**src/rtl/eq_cmp_masked.sv**
```systemverilog
// eq_cmp_masked: flags any differing bit between a and b among the bits enabled by mask
module eq_cmp_masked #(
    parameter int WIDTH = 8
) (
    input  logic [WIDTH-1:0] a,
    input  logic [WIDTH-1:0] b,
    input  logic [WIDTH-1:0] mask,
    output logic             mismatch
);

    logic [WIDTH-1:0] diff;

    genvar i;
    for (i = 0; i < WIDTH; i++) begin : g_bit
        assign diff[i] = (a[i] ^ b[i]) & mask[i];
    end

    assign mismatch = |diff;

endmodule

```
**config.mk**
```make
export PLATFORM = sky130hd
export DESIGN_NAME = eq_cmp_masked
export DESIGN_NICKNAME = d
export VERILOG_FILES = /design/src/rtl/eq_cmp_masked.sv
export SDC_FILE = /design/constraint.sdc
export NUM_CORES = 1
export LEC_CHECK = 0
export CORE_AREA = 2 2 39 41
export DETAILED_ROUTE_END_ITERATION = 12
export DIE_AREA = 0 0 41 43
export GPL_TIMING_DRIVEN = 0
export PLACE_DENSITY = 0.54
export SETUP_SLACK_MARGIN = 0.02
export SYNTH_ARGS = -nofsm -noshare
export SYNTH_HDL_FRONTEND = slang
export SYNTH_SLANG_ARGS = --single-unit
```
**constraint.sdc**
```tcl
create_clock -name vclk -period 0.8
set_clock_uncertainty 0.15 [all_clocks]
set_input_delay 0.12 -clock vclk [all_inputs]
set_output_delay 0.12 -clock vclk [all_outputs]
set_load 0.01 [all_outputs]
```
==> metrics.md, run 1 <==
| Metric | Value |
|---|---|
| Total die area | `1760 sq um` |
| HP Class | `in2out` |
| Post-route ant nets | `0` |
| Failing checks | `negative setup slack` |
| Cell Pwr Density | `442 nW/um^2` |
| Starting Density | `7.69%` |
| CP Class | `in2out` |
| Most frequent cells in the layout | `14 x buf_2, 8 x xor2_1, 8 x dlygate4sd2_1, 3 x a22oi_1, 3 x buf_6` |
| Cts hold-fix bufs | `0` |
| Synth unique cells | `3` |
| NumNets Final | `64` |
| Vias | `188` |
| Crit path to | `mismatch` |
| All-layer global routing usage | `5.49%` |
| Die outline height | `43 um` |
| P&R area growth vs syn | `187%` |
| Fin util | `22.1%` |
| CP Launch Point | `a[7]` |
| Final-report setup violation count | `1` |
| Commonest non-fill, non-tap cell in the layout | `buf_2` |
| Fillers | `173` |
| Final min period | `1060 ps` |
| N_diodes | `0` |
| First-pass GRT wire length | `717 um` |
| Final hold viol count | `0` |
| Max-slew headroom | `89.4%` |
| Unrepaired setup endpoints after global routing | `true` |
| Worst-Margin Slew | `159 ps` |
| Vias in the first global route | `177` |
| CORE AREA | `1380 sq um` |
| # Post-CTS Setup Buffers | `0` |
| Residual DRC | `0` |
| Arr. time, crit path | `790 ps` |
| Leakage power figure | `0.160 nW` |
| DP Wirelength | `470 um` |
| First-pass iteration count of the detailed router | `2` |
| Rows | `14` |
| Setup crit start kind | `input port` |
| Yosys warns | `0` |
| Final GP Congestion | `0.590` |
| Buffers added on ports | `25` |
| Mapped Area | `106 sq um` |
| Routed wire per std cell | `8.98 um` |
| Initial antenna violation count | `0` |
| Max Fanout on Critical Path | `1` |
| Maxcap violations | `0` |
| Highest clock rate | `942 MHz` |
| Routed met1 length | `150 um` |
| Wire length on met3 | `60 um` |
| Gr ovfl total | `0` |
| Initial DRC count | `1` |
| Total power | `0.000135 W` |
| Die Wd | `41 um` |
| I/O pins | `25` |
| Pin count of the biggest net entering global routing | `2` |
| Synth Instances | `13` |
| Highest routing layer actually used | `met3` |
| FFs & Latches | `0` |
| Max VDD drop | `0.0657 mV` |
| Min setup slack post-route | `-262 ps` |
| Final cycle utilization of the critical path | `133%` |
| Syn Nets | `37` |
| Critical Path End Type | `primary output` |
| Area occupied by multi-input gates | `111 sq um` |
| Status | `finished, violations left` |
| Post-Route WL | `485 um` |
| Register area | `0 sq um` |
| Critical Path RT | `530 ps` |
| Post-DR vias/cell | `3.48` |
| CLK BUF | `0` |
| Slew Viols, Final | `0` |
| Share of cells above drive strength 1 | `47.4%` |
| Avg Inst Size Synth | `8.18 sq um` |
| Post-synthesis sequential area ratio | `0%` |
| Metal2 WL | `274 um` |
[timing repair]
action | in CTS | in global routing
setup endpoints to repair | 1 | 1
gates resized for setup | 67 | 0
pin swaps | 13 | 3
[layout make-up]
cell class / count / area share [%]
Multi-Input combinational cell: 13 / 36.5
Tap cell: 16 / 6.56
Timing Repair Buffer: 25 / 57.0
[per-layer routing]
layer  track usage [%]  vias to the layer above
met4                 0                        0
met1              6.33                       81
met2              10.6                        8
li1                  -                       99
met3             0.524                        0
met5                 0                        -
[how the worst min path moves through the flow]
stage                  from  endpoint  cells after the start
finish              mask[1]  mismatch                      4
global route        mask[1]  mismatch                      4
CTS                 mask[0]  mismatch                      4
detailed placement  mask[1]  mismatch                      4
global placement    mask[1]  mismatch                      4
floorplan           mask[1]  mismatch                      2
[power breakdown]
part | leakage (nW) | internal (W) | switching, W
registers | 0 | 0 | 0
logic | 0.160 | 0.0000891 | 0.0000459
clock network | 0 | 0 | 0
[per-stage QoR]
| step | hold WS [ps] | TNS [ps] | cell area, sq um | setup WS [ps] | cells |
|---|---|---|---|---|---|
| 3_5_place_dp | 1210 | -978 | 377 | -978 | 54 |
| 2_1_floorplan | 245 | -46.8 | 106 | -46.8 | 13 |
| 6_report | 526 | -262 | 305 | -262 | 54 |
| 5_1_grt | 570 | -333 | 305 | -333 | 54 |
| 4_1_cts | 541 | -275 | 305 | -275 | 54 |
| 3_3_place_gp | 1200 | -955 | 377 | -955 | 54 |
[kinds of logic after synthesis]
group	after synthesis	synth area share (%)
AND/OR/NAND/NOR	1	5.89
AO/OA/AOI/OAI	4	28.2
XOR/XNOR	8	65.9
[worst max-delay path: stages]
cell and delay, ps:
buf_2 100, xor2_1 150, a22oi_1 170, nand4_1 100, buf_2 150
[cells in the mapped netlist]
library cell,count,area [sq um]
xor2_1,8,70.1
a22oi_1,4,30.0
nand4_1,1,6.26
Power figures use the tool's default switching activity.
==> run 2: changes to the inputs <==
CAP_MARGIN = 20   (was default)
MAX_ROUTING_LAYER = met4   (was default)
==> results of run 2 <==
Final layout, timing and power as in run 1 (identical DEF).
Main changes from that run: final weighted congestion in routability-driven placement 0.590 -> 0.593; overall routing resource usage 5.49% -> 5.63%
